**config.mk**
```make
export PLATFORM = sky130hd
export DESIGN_NAME = rtc_bus_sched
export DESIGN_NICKNAME = d
export VERILOG_FILES = /design/src/rtl/rtc_pkg.sv /design/src/rtl/rtc_rr_arbiter.sv /design/src/rtl/rtc_bus_sched.sv
export SDC_FILE = /design/constraint.sdc
export NUM_CORES = 1
export LEC_CHECK = 0
export CORE_MARGIN = 2
export CORE_UTILIZATION = 44
export CTS_CLUSTER_SIZE = 16
export DETAILED_ROUTE_END_ITERATION = 8
export PLACE_DENSITY_LB_ADDON = 0.05
export SYNTH_ARGS = -nofsm -noshare
export SYNTH_HDL_FRONTEND = slang
export SYNTH_HIERARCHICAL = 1
export SYNTH_SLANG_ARGS = --single-unit
```
**constraint.sdc**
```tcl
create_clock -name clk -period 7.1 [get_ports clk]
set_input_delay 2.13 -clock clk [delete_from_list [all_inputs] [get_ports clk]]
set_output_delay 2.13 -clock clk [all_outputs]
set_load 0.03 [all_outputs]
```
**src/rtl/rtc_pkg.sv**
```systemverilog
// Shared constants and state encoding for the RTC bus scheduler.
package rtc_pkg;
   localparam int N_REQ = 3;
   localparam int IDX_W = 2;

   typedef enum logic [2:0] {
      ST_IDLE = 3'd0,
      ST_ADDR = 3'd1,
      ST_GAP  = 3'd2,
      ST_DATA = 3'd3,
      ST_DONE = 3'd4,
      ST_REC  = 3'd5
   } state_t;

   // Level driven on a_d for each half of the multiplexed cycle.
   localparam logic PH_ADDR = 1'b0;
   localparam logic PH_DATA = 1'b1;

   function automatic logic [7:0] byte_sel(input logic [8*N_REQ-1:0] bus,
                                           input logic [IDX_W-1:0]   idx);
      return bus[8*idx +: 8];
   endfunction
endpackage

```
**src/rtl/rtc_rr_arbiter.sv**
```systemverilog
// Combinational one-hot grant for the RTC bus requesters.
// RTC_SCHED_FIXED_PRIO_EN selects fixed priority (req[0] highest) instead of round-robin.
module rtc_rr_arbiter
   import rtc_pkg::*;
(
   input  logic [N_REQ-1:0] i_req,
   input  logic [IDX_W-1:0] i_ptr,
   output logic [N_REQ-1:0] o_gnt,
   output logic [IDX_W-1:0] o_idx
);
`ifdef RTC_SCHED_FIXED_PRIO_EN
   always_comb begin
      o_gnt = '0;
      o_idx = '0;
      for (int k = N_REQ - 1; k >= 0; k--) begin
         if (i_req[k]) begin
            o_gnt    = '0;
            o_gnt[k] = 1'b1;
            o_idx    = IDX_W'(k);
         end
      end
   end
`else
   // w_cand[gi] is the requester examined gi+1 places after the last owner.
   logic [IDX_W-1:0] w_cand [N_REQ];

   generate
      for (genvar gi = 0; gi < N_REQ; gi++) begin : g_cand
         assign w_cand[gi] = IDX_W'((int'(i_ptr) + gi + 1) % N_REQ);
      end
   endgenerate

   always_comb begin
      o_gnt = '0;
      o_idx = '0;
      for (int k = N_REQ - 1; k >= 0; k--) begin
         if (i_req[w_cand[k]]) begin
            o_gnt            = '0;
            o_gnt[w_cand[k]] = 1'b1;
            o_idx            = w_cand[k];
         end
      end
   end
`endif
endmodule

```
**src/rtl/rtc_bus_sched.sv**
```systemverilog
// Arbitrates three requesters onto the RTC multiplexed address/data bus and sequences each cycle.
// Optional build macro RTC_SCHED_FIXED_PRIO_EN switches the arbiter to fixed priority.
module rtc_bus_sched
   import rtc_pkg::*;
#(
   parameter int T_PULSE = 4,
   parameter int T_GAP   = 2
) (
   input  logic                 clk,
   input  logic                 reset,
   input  logic [N_REQ-1:0]     req,
   input  logic [N_REQ-1:0]     rw,
   input  logic [8*N_REQ-1:0]   addr,
   input  logic [8*N_REQ-1:0]   wdata,
   output logic [N_REQ-1:0]     gnt,
   output logic [N_REQ-1:0]     ack,
   output logic [7:0]           rdata,
   output logic                 busy,
   input  logic [7:0]           ad_in,
   output logic [7:0]           ad_out,
   output logic                 ad_oe,
   output logic                 cs_n,
   output logic                 rd_n,
   output logic                 wr_n,
   output logic                 a_d
);
   generate
      if (T_PULSE < 1 || T_PULSE > 255) begin : g_bad_pulse
         $error("rtc_bus_sched: T_PULSE must be 1..255");
      end
      if (T_GAP < 1 || T_GAP > 255) begin : g_bad_gap
         $error("rtc_bus_sched: T_GAP must be 1..255");
      end
   endgenerate

   // Counter holds cycles remaining after the current one in a timed phase.
   localparam logic [7:0] PULSE_LD = 8'(T_PULSE - 1);
   localparam logic [7:0] GAP_LD   = 8'(T_GAP - 1);

   state_t            r_state, r_state_next;
   logic [7:0]        r_cnt, r_cnt_next;
   logic [N_REQ-1:0]  r_gnt, r_gnt_next;
   logic              r_busy, r_busy_next;
   logic [IDX_W-1:0]  r_ptr, r_ptr_next;
   logic              r_rw, r_rw_next;
   logic [7:0]        r_addr, r_addr_next;
   logic [7:0]        r_wdata, r_wdata_next;
   logic [7:0]        r_rdata, r_rdata_next;

   logic [N_REQ-1:0]  w_arb_gnt;
   logic [IDX_W-1:0]  w_arb_idx;
   logic              w_cnt_zero;

   rtc_rr_arbiter u_arb (
      .i_req (req),
      .i_ptr (r_ptr),
      .o_gnt (w_arb_gnt),
      .o_idx (w_arb_idx)
   );

   assign w_cnt_zero = (r_cnt == 8'd0);

   always_ff @(posedge clk) begin
      if (reset) begin
         r_state <= ST_IDLE;
         r_cnt   <= '0;
         r_gnt   <= '0;
         r_busy  <= 1'b0;
         r_ptr   <= IDX_W'(N_REQ - 1);
         r_rw    <= 1'b0;
         r_addr  <= '0;
         r_wdata <= '0;
         r_rdata <= '0;
      end else begin
         r_state <= r_state_next;
         r_cnt   <= r_cnt_next;
         r_gnt   <= r_gnt_next;
         r_busy  <= r_busy_next;
         r_ptr   <= r_ptr_next;
         r_rw    <= r_rw_next;
         r_addr  <= r_addr_next;
         r_wdata <= r_wdata_next;
         r_rdata <= r_rdata_next;
      end
   end

   always_comb begin
      r_state_next = r_state;
      r_cnt_next   = r_cnt;
      r_gnt_next   = r_gnt;
      r_busy_next  = r_busy;
      r_ptr_next   = r_ptr;
      r_rw_next    = r_rw;
      r_addr_next  = r_addr;
      r_wdata_next = r_wdata;
      r_rdata_next = r_rdata;
      case (r_state)
         ST_IDLE: begin
            if (|req) begin
               r_state_next = ST_ADDR;
               r_cnt_next   = PULSE_LD;
               r_gnt_next   = w_arb_gnt;
               r_busy_next  = 1'b1;
               r_ptr_next   = w_arb_idx;
               r_rw_next    = rw[w_arb_idx];
               r_addr_next  = byte_sel(addr, w_arb_idx);
               r_wdata_next = byte_sel(wdata, w_arb_idx);
            end
         end
         ST_ADDR: begin
            if (w_cnt_zero) begin
               r_state_next = ST_GAP;
               r_cnt_next   = GAP_LD;
            end else begin
               r_cnt_next = r_cnt - 8'd1;
            end
         end
         ST_GAP: begin
            if (w_cnt_zero) begin
               r_state_next = ST_DATA;
               r_cnt_next   = PULSE_LD;
            end else begin
               r_cnt_next = r_cnt - 8'd1;
            end
         end
         ST_DATA: begin
            if (w_cnt_zero) begin
               r_state_next = ST_DONE;
               // The RTC has had the full strobe width to settle by the last cycle.
               if (r_rw) begin
                  r_rdata_next = ad_in;
               end
            end else begin
               r_cnt_next = r_cnt - 8'd1;
            end
         end
         ST_DONE: begin
            r_state_next = ST_REC;
            r_cnt_next   = GAP_LD;
         end
         ST_REC: begin
            if (w_cnt_zero) begin
               r_state_next = ST_IDLE;
               r_gnt_next   = '0;
               r_busy_next  = 1'b0;
            end else begin
               r_cnt_next = r_cnt - 8'd1;
            end
         end
         default: r_state_next = ST_IDLE;
      endcase
   end

   always_comb begin
      cs_n   = 1'b1;
      rd_n   = 1'b1;
      wr_n   = 1'b1;
      a_d    = PH_ADDR;
      ad_oe  = 1'b0;
      ad_out = '0;
      ack    = '0;
      case (r_state)
         ST_ADDR: begin
            cs_n   = 1'b0;
            wr_n   = 1'b0;
            ad_oe  = 1'b1;
            ad_out = r_addr;
         end
         ST_DATA: begin
            cs_n = 1'b0;
            a_d  = PH_DATA;
            if (r_rw) begin
               rd_n = 1'b0;
            end else begin
               wr_n   = 1'b0;
               ad_oe  = 1'b1;
               ad_out = r_wdata;
            end
         end
         ST_DONE: ack = r_gnt;
         default: ;
      endcase
   end

   assign gnt   = r_gnt;
   assign busy  = r_busy;
   assign rdata = r_rdata;
endmodule

```
==> results.toml, run 1 <==
[hold_path]
hold_path_end = "busy"
min-delay-path-class = "reg -> reg"
min_delay_path_depth = 1
worstHoldStart = "busy"

[clock_tree]
clkLatencyLatePin_ns = 0.29
hold_buffers_post_cts = 0
ctsLongestPathBuffers = 2
ctsResizeCount = 0
clkSinkCount = 42
cts_made_buffers = 5
cts-root-buf = "clkbuf_8"
postCtsSetupBuffers = 0
cts_max_level = 2
cts.reportedPaths.clkPinSlew_ns = 0.08
cts_tree = "done"

[power_and_ir_drop]
vdd_ir_drop_max_mv = 0.244
power_density_nw_per_um2 = 425
p_leak_uw = 0.00141
totalPowerFinal_uw = 1530

[timing]
worstMarginPinSlew_ns = 1.16
timing.slew.headroom_pct = 22.3
fmax_mhz = 207
hold_viol = 0
layout_setup_ws_ns = 2.26
finalCritPeriodShare_pct = 68.1
report.final.slew_viol_count = 0
rsz0062_at_grt = "false"
final.setup_skew_ns = 0.00546
fin_crit_ns = 4.84
final_sum_of_negative_setup_slack_ns = 0
report.final.setup_viol = 0

[grt]
grt_max_degree = 39
grt_overflow = 0
grt_pass1_wl_um = 10800
grt.total_usage_pct = 20.6
initial_antenna_violation_count = 0
first_global_vias = 2410

[finish]
design.final.nets = 467
post_route_cells_drive_above_1_share_pct = 6.52
layout.filler_cells = 518
finish.utilization_pct = 64.3
count_of_non_filler_cells_in_the_finished_layout = 471
syn_to_final_growth_pct = 38.8
final-seq-area_um2 = 841
n_antenna_cell = 0
area_of_the_multi_input_gates_um2 = 1600

[setup_path]
critPathArrivalTime_ns = 5.04
reg2reg_depth = 10
cp_slowest_cell = "nor2b_1"
worst_r2r_endpoint = "r_addr[1]"
crit-reg2reg-launch = "r_ptr[0]"
worstSetupPathType = "in -> reg"
critical-path-top-cell-by-count = "a21oi_1"
cp_cell_sequence = "clkdlybuf4s50_1, mux2i_1, o21a_1, nand2_1, a21oi_1, buf_4, nor2b_1, a21oi_1, a211oi_1"
crit_path_max_incr_delay_ns = 0.94
endpoint_kind = "register"
crit_start_category = "input pin"
worst-r2r-setup-slack_ns = 3.80
critPathRequiredTime_ns = 7.31
crit_fanout = 19

[placement]
place_ws_ns = 1.97
detailedPlacementHpwl_um = 4690
io_buffers = 91
placed_cells = 463
place.gp.congestion = 0.843

[route]
route.detailed.drc = 0
drt-vias-per-instance = 5.42
total_routed_length_um = 6340
dr.pass1.iters = 4
avgRoutedWirePerCell_um = 13.5
postRouteAntennaNets = 0
drt_iter0_markers = 112
vias = 2554

[synthesis]
syn-instance-count = 319
synth.top_cell.area_share_pct = 32.4
yosysWarnings = 6
synth-seq-area-share_pct = 32.4
synth.net_count = 388
synthFlopType = "dfxtp_1"
yosys_register_bits = 42
synth.top_cells.by_count = "63 x nor2_1, 42 x dfxtp_1, 32 x a21oi_1, 30 x mux2i_1, 18 x a211oi_1"
synth_top_cells_by_area = "dfxtp_1 32%, mux2i_1 12%, nor2_1 9.1%"
post_synth.cell_area_avg_um2 = 8.14
netlist-cell-type-count = 56
mappedNetlistArea_um2 = 2600
share_of_async_settable_or_async_resettable_flops_after_synthesis_pct = 0
synth_edf_count = 0
synthMostInstantiatedCell = "nor2_1"
synth_largest_area_cell = "dfxtp_1"

[floorplanning]
number_of_i_o_pins = 92
dieArea_um2 = 6530
initial_utilization_pct = 46.3
chipWidth_um = 80.8
placeableCoreArea_um2 = 5610
placement_rows = 27
die_h_um = 80.8

[outcome]
status = "finished, final reports clean"

[run]
drv_cap = 0
[power breakdown]
part           internal [µW]  total, µW  leakage, µW  switching, µW
sequential               325        410     0.000346           84.7
combinational            413        965      0.00102            551
clock                   78.5        158    0.0000482           79.6
total                    817       1530      0.00141            716
[critical path: cells and delay by family]
kind	cells	cell delay (ns)
AND/OR/NAND/NOR	2	1.00
AO/OA/AOI/OAI	4	0.82
buffers and inverters	2	0.80
multiplexers	1	0.28
[through the flow]
| stage | hold WS, ns | area [µm²] |
|---|---|---|
| 6_report | 0.469 | 3600 |
| 5_1_grt | 0.519 | 3600 |
| 3_3_place_gp | 0.436 | 3510 |
| 3_5_place_dp | 0.460 | 3510 |
| 2_1_floorplan | 0.470 | 2600 |
| 4_1_cts | 0.479 | 3600 |
[kinds of logic (layout without fill, tap and decap cells)]
family	count (synthesis)	in the layout	share of synthesized area, %
DFF	42	42	32.4
and+or+nand+nor	119	119	23.8
muxes	32	32	12.5
xor gates and xnor gates	3	3	1.01
buffers and inverters	33	113	6.12
adders and majority gates	5	5	2.41
AOI/OAI and AO/OA	85	85	21.8
[flip-flops by register name, indices dropped and copies added, names as in the netlist]
name,flops
r_rw,1
r_ptr,2
busy,1
gnt,3
r_state,3
r_wdata,8
rdata,8
r_cnt,8
r_addr,8
[worst max path at each step]
| stage | startpoint | end | depth (start not counted) |
|---|---|---|---|
| after floorplan | req[1] | r_addr[0] | 10 |
| after global placement | req[0] | r_addr[4] | 9 |
| after detailed placement | req[1] | r_addr[7] | 9 |
| after CTS | r_state[1] | ad_out[3] | 5 |
| after global routing | req[1] | r_addr[7] | 9 |
| final | req[1] | r_addr[1] | 9 |
[layout by cell type (no fill, tap or decap), types with 3 or more instances in the layout]
cell type	instances
a211oi_1	18
a21oi_1	32
a22o_1	4
a22oi_1	7
and3_1	4
buf_4	4
clkbuf_8	6
clkdlybuf4s50_1	91
dfxtp_1	42
ha_1	5
inv_1	10
mux2i_1	30
nand2_1	11
nand2b_1	5
nand3_1	3
nor2_1	63
nor2b_1	5
nor3_1	4
nor3b_1	3
o21ai_0	4
or3_1	3
[routing by layer]
| metal | vias up | global-route usage (%) | routed length [µm] |
|---|---|---|---|
| met5 | - | 0 | 0 |
| met4 | 0 | 7.12 | 78 |
| met3 | 7 | 5.00 | 340 |
| met2 | 82 | 34.7 | 3030 |
| met1 | 1160 | 25.7 | 2890 |
| li1 | 1305 | - | - |
[area by class of cell]
type / instances / share of cell area (%)
clock buffers: 7 / 2.40
clock inverters: 1 / 0.139
inverters: 10 / 1.04
multi-input cells: 244 / 44.5
flip-flops and latches: 42 / 23.3
well taps: 72 / 2.50
repair buffers: 95 / 26.1
No activity file was read; power rests on OpenSTA's default activity.
==> run 2: changes to the inputs <==
--- a/config.mk
+++ b/config.mk
@@ -6,7 +6,7 @@
 export NUM_CORES = 1
 export LEC_CHECK = 0
 export CORE_MARGIN = 2
-export CORE_UTILIZATION = 44
+export CORE_UTILIZATION = 41
 export CTS_CLUSTER_SIZE = 16
 export DETAILED_ROUTE_END_ITERATION = 8
 export PLACE_DENSITY_LB_ADDON = 0.05
==> constraint.sdc (replaced) <==
create_clock -name clk -period 4 [get_ports clk]
set_input_delay 1.2 -clock clk [delete_from_list [all_inputs] [get_ports clk]]
set_output_delay 1.2 -clock clk [all_outputs]
set_load 0.03 [all_outputs]
==> run 2 against run 1 <==
  * Non-clock buffer count increased by 2
  * Setup slack got worse by 1.9 ns
  * Via count decreased by 0.51%
  * Power increased by 87%
  * Count of clock-buffer cells in the layout decreased by 1
  * Global-route usage decreased by 1.5 points
  * Clock power increased to 2.6 times the previous value
  * Largest cell class unchanged
  * Highest routed layer unchanged
  * Combinational power increased by 78%
  * Largest power group unchanged
==> results.toml, run 2 (synthesized netlist as in run 1, its figures left out) <==
[power_and_ir_drop]
combinational_share_of_power_pct = 60.0
vdd_ir_drop_max_mv = 0.354
p_clk_share_pct = 14.6
power_density_nw_per_um2 = 778
p_leak_uw = 0.00144
cell_internal_pwr_uw = 1580
power_switching_share_pct = 44.6
power.sequential.fraction_pct = 25.4
switching_power_uw = 1280

[setup_path]
worst-r2r-setup-slack_ns = 0.99
critical-path-top-cell-by-count = "a21oi_1"
endpoint_kind = "register"
crit_end = "r_wdata[3]"
worst_r2r_endpoint = "r_wdata[3]"
crit_path_max_incr_delay_ns = 0.89
crit_start_category = "input pin"
crit_fanout = 17
critPathArrivalTime_ns = 3.86
cp_cell_sequence = "clkdlybuf4s50_1, mux2i_1, o21a_1, nand2_1, a21oi_1, nor2b_1, a21oi_1, a211oi_1"
critPathRequiredTime_ns = 4.21
crit-reg2reg-launch = "r_ptr[0]"
crit_path_start = "req[1]"
worstSetupPathType = "in -> reg"
reg2reg_depth = 9
cp_slowest_cell = "nor2b_1"

[hold_path]
min_delay_path_depth = 1
min-delay-path-class = "reg -> reg"

[timing]
report.final.setup_viol = 0
report.final.slew_viol_count = 0
fin_crit_ns = 3.65
final.setup_skew_ns = 0.00383
final_sum_of_negative_setup_slack_ns = 0
rsz0062_at_grt = "false"
layout_setup_ws_ns = 0.349
timing.slew.headroom_pct = 25.7
worstMarginPinSlew_ns = 1.11
hold_viol = 0
finalCritPeriodShare_pct = 91.3
fmax_mhz = 274

[finish]
design.final.nets = 469
mostFrequentLayoutCell = "clkdlybuf4s50_1"
mostFrequentLayoutCells = "91 x clkdlybuf4s50_1, 63 x nor2_1, 42 x dfxtp_1"
count_of_non_filler_cells_in_the_finished_layout = 476
post_route_cells_drive_above_1_share_pct = 7.23
syn_to_final_growth_pct = 41.5
finish.utilization_pct = 61.0
n_antenna_cell = 0

[floorplanning]
placeableCoreArea_um2 = 6030
number_of_i_o_pins = 92
placement_rows = 28
initial_utilization_pct = 43.1
die_h_um = 83.6
chipWidth_um = 83.6
dieArea_um2 = 6980

[grt]
initial_antenna_violation_count = 0
grt.total_usage_pct = 19.0
grt_pass1_wl_um = 11200
grt_overflow = 0
first_global_vias = 2562
grt_max_degree = 35

[placement]
placed_cells = 468
detailedPlacementHpwl_um = 4770
place.gp.congestion = 0.807
place_ws_ns = 0.0349
io_buffers = 91

[route]
postRouteAntennaNets = 0
dr.pass1.iters = 4
avgRoutedWirePerCell_um = 13.7
total_routed_length_um = 6500
drt-vias-per-instance = 5.34
vias = 2541
route.detailed.drc = 0
drt_iter0_markers = 86

[clock_tree]
cts_made_buffers = 5
hold_buffers_post_cts = 0
postCtsSetupBuffers = 0
ctsLongestPathBuffers = 2
cts_max_level = 2
cts_tree = "done"
ctsResizeCount = 0
cts-root-buf = "clkbuf_8"
cts.reportedPaths.clkPinSlew_ns = 0.08
clkSinkCount = 42
clkLatencyLatePin_ns = 0.30

[run]
drv_cap = 0

[outcome]
status = "finished, final reports clean"
[run 2: cell types whose count changed in the layout (fill, tap and decap cells not counted), sizes merged]
cell	previous run	this run
buf	4	6
clkinv	1	0
bufinv	0	2
clkbuf	7	6
[run 2: layout make-up]
cell class	count	area, µm²
Sequential cell	42	841
Fill cell	584	2350
Tap cell	75	93.8
Clock inverter	2	60.1
Timing Repair Buffer	97	956
Inverter	10	37.5
Clock buffer	6	82.6
Multi-Input combinational cell	244	1600
[run 2: per-layer routing]
metal | vias to the layer above | GRT usage (%) | share of wire, %
met4 | 0 | 7.33 | 1.9
met5 | - | 0 | 0
met1 | 1147 | 23.4 | 44
li1 | 1309 | - | -
met3 | 12 | 4.55 | 5.4
met2 | 73 | 32.1 | 49
[run 2: stage by stage]
| stage | cell area, µm² | power, µW | hold WS, ns |
|---|---|---|---|
| final | 3670 | 2860 | 0.456 |
| after global routing | 3670 | 3100 | 0.477 |
| after CTS | 3670 | 2880 | 0.460 |
| after detailed placement | 3530 | 2450 | 0.440 |
| after global placement | 3530 | 2440 | 0.438 |
| after floorplan | 2600 | 2040 | 0.470 |
[run 2: critical path: cells and delay by family]
| family | cells | cell delay [ns] |
|---|---|---|
| buffers and inverters | 1 | 0.56 |
| and+or+nand+nor | 2 | 0.96 |
| muxes | 1 | 0.28 |
| AOI/OAI and AO/OA | 4 | 0.85 |
[run 2: power groups by stage]
| stage | registers (µW) | logic [µW] | clock network, µW |
|---|---|---|---|
| finish | 727 | 1720 | 417 |
| global route | 751 | 1920 | 439 |
| CTS | 725 | 1730 | 426 |
| detailed placement | 733 | 1720 | 0 |
| global placement | 725 | 1710 | 0 |
| floorplan | 708 | 1340 | 0 |
[run 2: how the worst min path moves through the flow]
stage             start       end  slack, ns
6_report           busy      busy       0.46
5_1_grt            busy      busy       0.48
4_1_cts            busy      busy       0.46
3_5_place_dp       busy      busy       0.44
3_3_place_gp       busy      busy       0.44
2_1_floorplan  r_cnt[7]  r_cnt[7]       0.47
==> run 3: changes to the inputs <==
--- a/config.mk
+++ b/config.mk
@@ -5,12 +5,13 @@
 export SDC_FILE = /design/constraint.sdc
 export NUM_CORES = 1
 export LEC_CHECK = 0
+export ABC_AREA = 1
 export CORE_MARGIN = 2
 export CORE_UTILIZATION = 41
 export CTS_CLUSTER_SIZE = 16
 export DETAILED_ROUTE_END_ITERATION = 8
 export PLACE_DENSITY_LB_ADDON = 0.05
+export SETUP_SLACK_MARGIN = 0.3
 export SYNTH_ARGS = -nofsm -noshare
 export SYNTH_HDL_FRONTEND = slang
-export SYNTH_HIERARCHICAL = 1
 export SYNTH_SLANG_ARGS = --single-unit
==> run 3 against run 2 <==
  * Clock power is 38% lower
  * Setup slack better by 0.14 ns
  * Non-clock buffer count is 5 lower
  * Clock skew hardly changed
  * Global-route usage is 1.7 points higher
  * Wire length is 13% higher
  * Sequential power is 12% lower
  * Sequential cell count stayed put
  * Critical path type is now reg -> out
==> results.toml, run 3 <==
[grt]
initial_antenna_violation_count = 0
grt.total_usage_pct = 20.7
groute.layer.met3.usage_pct = 3.93
gr-usage-met2_pct = 33.8
grt_overflow = 0
globalRouteMet1Util_pct = 28.0
grt_pass1_wl_um = 12200
grt_max_degree = 38
grt_most_used_layer = "met2"
first_global_vias = 2622

[finish]
n_antenna_cell = 0
design.final.nets = 577
syn_to_final_growth_pct = 38.1
post_route_cells_drive_above_1_share_pct = 5.50
mostFrequentLayoutCell = "clkdlybuf4s50_1"
final-seq-area_um2 = 841
mostFrequentLayoutCells = "91 x clkdlybuf4s50_1, 89 x nand2_1, 83 x inv_1"
count_of_non_filler_cells_in_the_finished_layout = 586
layout.filler_cells = 626
area_of_the_multi_input_gates_um2 = 1400

[synthesis]
synth_largest_area_cell = "dfxtp_1"
synth_edf_count = 0
share_of_async_settable_or_async_resettable_flops_after_synthesis_pct = 0
synth_top_cells_by_area = "dfxtp_1 32%, nand2_1 13%, inv_1 12%"
proportion_of_synthesized_area_in_mux_cells_pct = 0
synth_adder_area_share_pct = 1.89
netlist-cell-type-count = 34
synth_top_family_by_area = "simple AND/OR/NAND/NOR gates"
synth-xor-area-share_pct = 1.32
synth.top_cells.by_count = "89 x nand2_1, 83 x inv_1, 49 x nand3_1, 42 x dfxtp_1, 39 x nor2_1"
yosys_register_bits = 42
synth_compound_gate_area_share_pct = 16.2
syn-instance-count = 422
yosysWarnings = 0
mappedNetlistArea_um2 = 2650
synth.net_count = 490
synth-seq-area-share_pct = 31.7
post_synth.cell_area_avg_um2 = 6.28
synthMostInstantiatedCell = "nand2_1"
share_of_synthesized_cell_area_in_and_or_nand_and_nor_gates_pct = 33.1
synth.top_cell.area_share_pct = 31.7
synthFlopType = "dfxtp_1"

[setup_path]
critPathRequiredTime_ns = 2.80
crit_fanout = 9
critPathArrivalTime_ns = 2.31
worstSetupPathType = "reg -> out"
endpoint_kind = "primary output"
crit_start_category = "register"

[placement]
place.gp.congestion = 0.890
detailedPlacementHpwl_um = 5350
io_buffers = 91
placed_cells = 579

[route]
vias = 2914
avgRoutedWirePerCell_um = 12.5
total_routed_length_um = 7330
route.detailed.drc = 0
drt-vias-per-instance = 4.97
dr.pass1.iters = 5
postRouteAntennaNets = 0
drt_iter0_markers = 135

[power_and_ir_drop]
p_leak_uw = 0.00178
totalPowerFinal_uw = 2430
power_density_nw_per_um2 = 664
vdd_ir_drop_max_mv = 0.519

[floorplanning]
placeableCoreArea_um2 = 6310
die_h_um = 84.4
initial_utilization_pct = 42.0
number_of_i_o_pins = 92
placement_rows = 29
dieArea_um2 = 7130
chipWidth_um = 84.4

[timing]
final_sum_of_negative_setup_slack_ns = 0
timing.slew.headroom_pct = 62.9
fin_crit_ns = 3.51
worstMarginPinSlew_ns = 0.556
final.setup_skew_ns = 0.00390
finalCritPeriodShare_pct = 87.7
report.final.slew_viol_count = 0
hold_viol = 0
rsz0062_at_grt = "false"
report.final.setup_viol = 0
fmax_mhz = 285

[clock_tree]
postCtsSetupBuffers = 0
ctsLongestPathBuffers = 2
clkLatencyLatePin_ns = 0.29
cts.reportedPaths.clkPinSlew_ns = 0.07
clkSinkCount = 42
cts_max_level = 2
cts_made_buffers = 5
cts-root-buf = "clkbuf_8"
cts_tree = "done"
hold_buffers_post_cts = 0

[run]
drv_cap = 0

[hold_path]
min-delay-path-class = "reg -> reg"

[outcome]
status = "finished, final reports clean"
==> run 3: cell count changes after synthesis, moves of 7 or more <==
cell	before	now
nand2_1	11	89
inv_1	10	83
nand3_1	3	49
mux2i_1	30	0
o21ai_0	4	33
nor2_1	63	39
a211oi_1	18	0
buf_2	10	3
==> run 3: through the flow <==
stage          cell area, µm²  setup slack (ns)  util (%)  hold slack, ns
6_report                 3660             0.490      58.0           0.466
5_1_grt                  3660             0.375      58.0           0.496
4_1_cts                  3660             0.493      58.0           0.471
3_5_place_dp             3580             0.599      56.8           0.460
3_3_place_gp             3580             0.629      56.8           0.456
2_1_floorplan            2650              1.30         -           0.461
==> run 3: cell families (layout without fill, tap and decap cells) <==
family	after synthesis	in the layout
simple gates	195	195
buf+inv	101	188
compound gates	76	76
flops	42	42
fa+ha+maj	4	4
xor+xnor	4	4
==> run 3: layout make-up <==
| type | instances | share of cell area (%) |
|---|---|---|
| well taps | 77 | 2.63 |
| inverters | 89 | 9.12 |
| clock buffers | 7 | 2.08 |
| flip-flops and latches | 42 | 23.0 |
| repair buffers | 92 | 25.1 |
| multi-input cells | 279 | 38.1 |
==> run 3: worst paths after layout <==
kind / startpoint / to / slack (ns) / cells past startpoint
setup / recovery: r_state[0] / ad_out[0] / 0.49 / 6
hold / removal: busy / busy / 0.47 / 2
setup reg to reg: r_ptr[0] / r_wdata[3] / 1.88 / 10
hold reg to reg: busy / busy / 0.47 / 2
==> run 3: where the power goes <==
| group | internal, µW | switching [µW] |
|---|---|---|
| registers | 548 | 93.1 |
| logic | 545 | 986 |
| clock network | 120 | 140 |
==> run 3: metal layers <==
layer | vias up | routed length (µm)
li1 | 1494 | -
met1 | 1291 | 3460
met2 | 116 | 3270
met3 | 13 | 473
met4 | 0 | 119
met5 | - | 0
==> run 3: what timing repair did <==
| action | CTS | global route |
|---|---|---|
| endpoints found under the setup margin | 7 | 0 |
| hold endpoints to repair | 0 | 0 |
| gates resized for setup | 1 | 0 |
==> run 3: critical path, stage by stage, from the launching register on <==
cell and delay (ns):
dfxtp_1 0.38, inv_1 0.12, nor2_4 0.12, nand2_2 0.09, nor2_2 0.41, a22o_1 0.23
clkdlybuf4s50_1 0.67
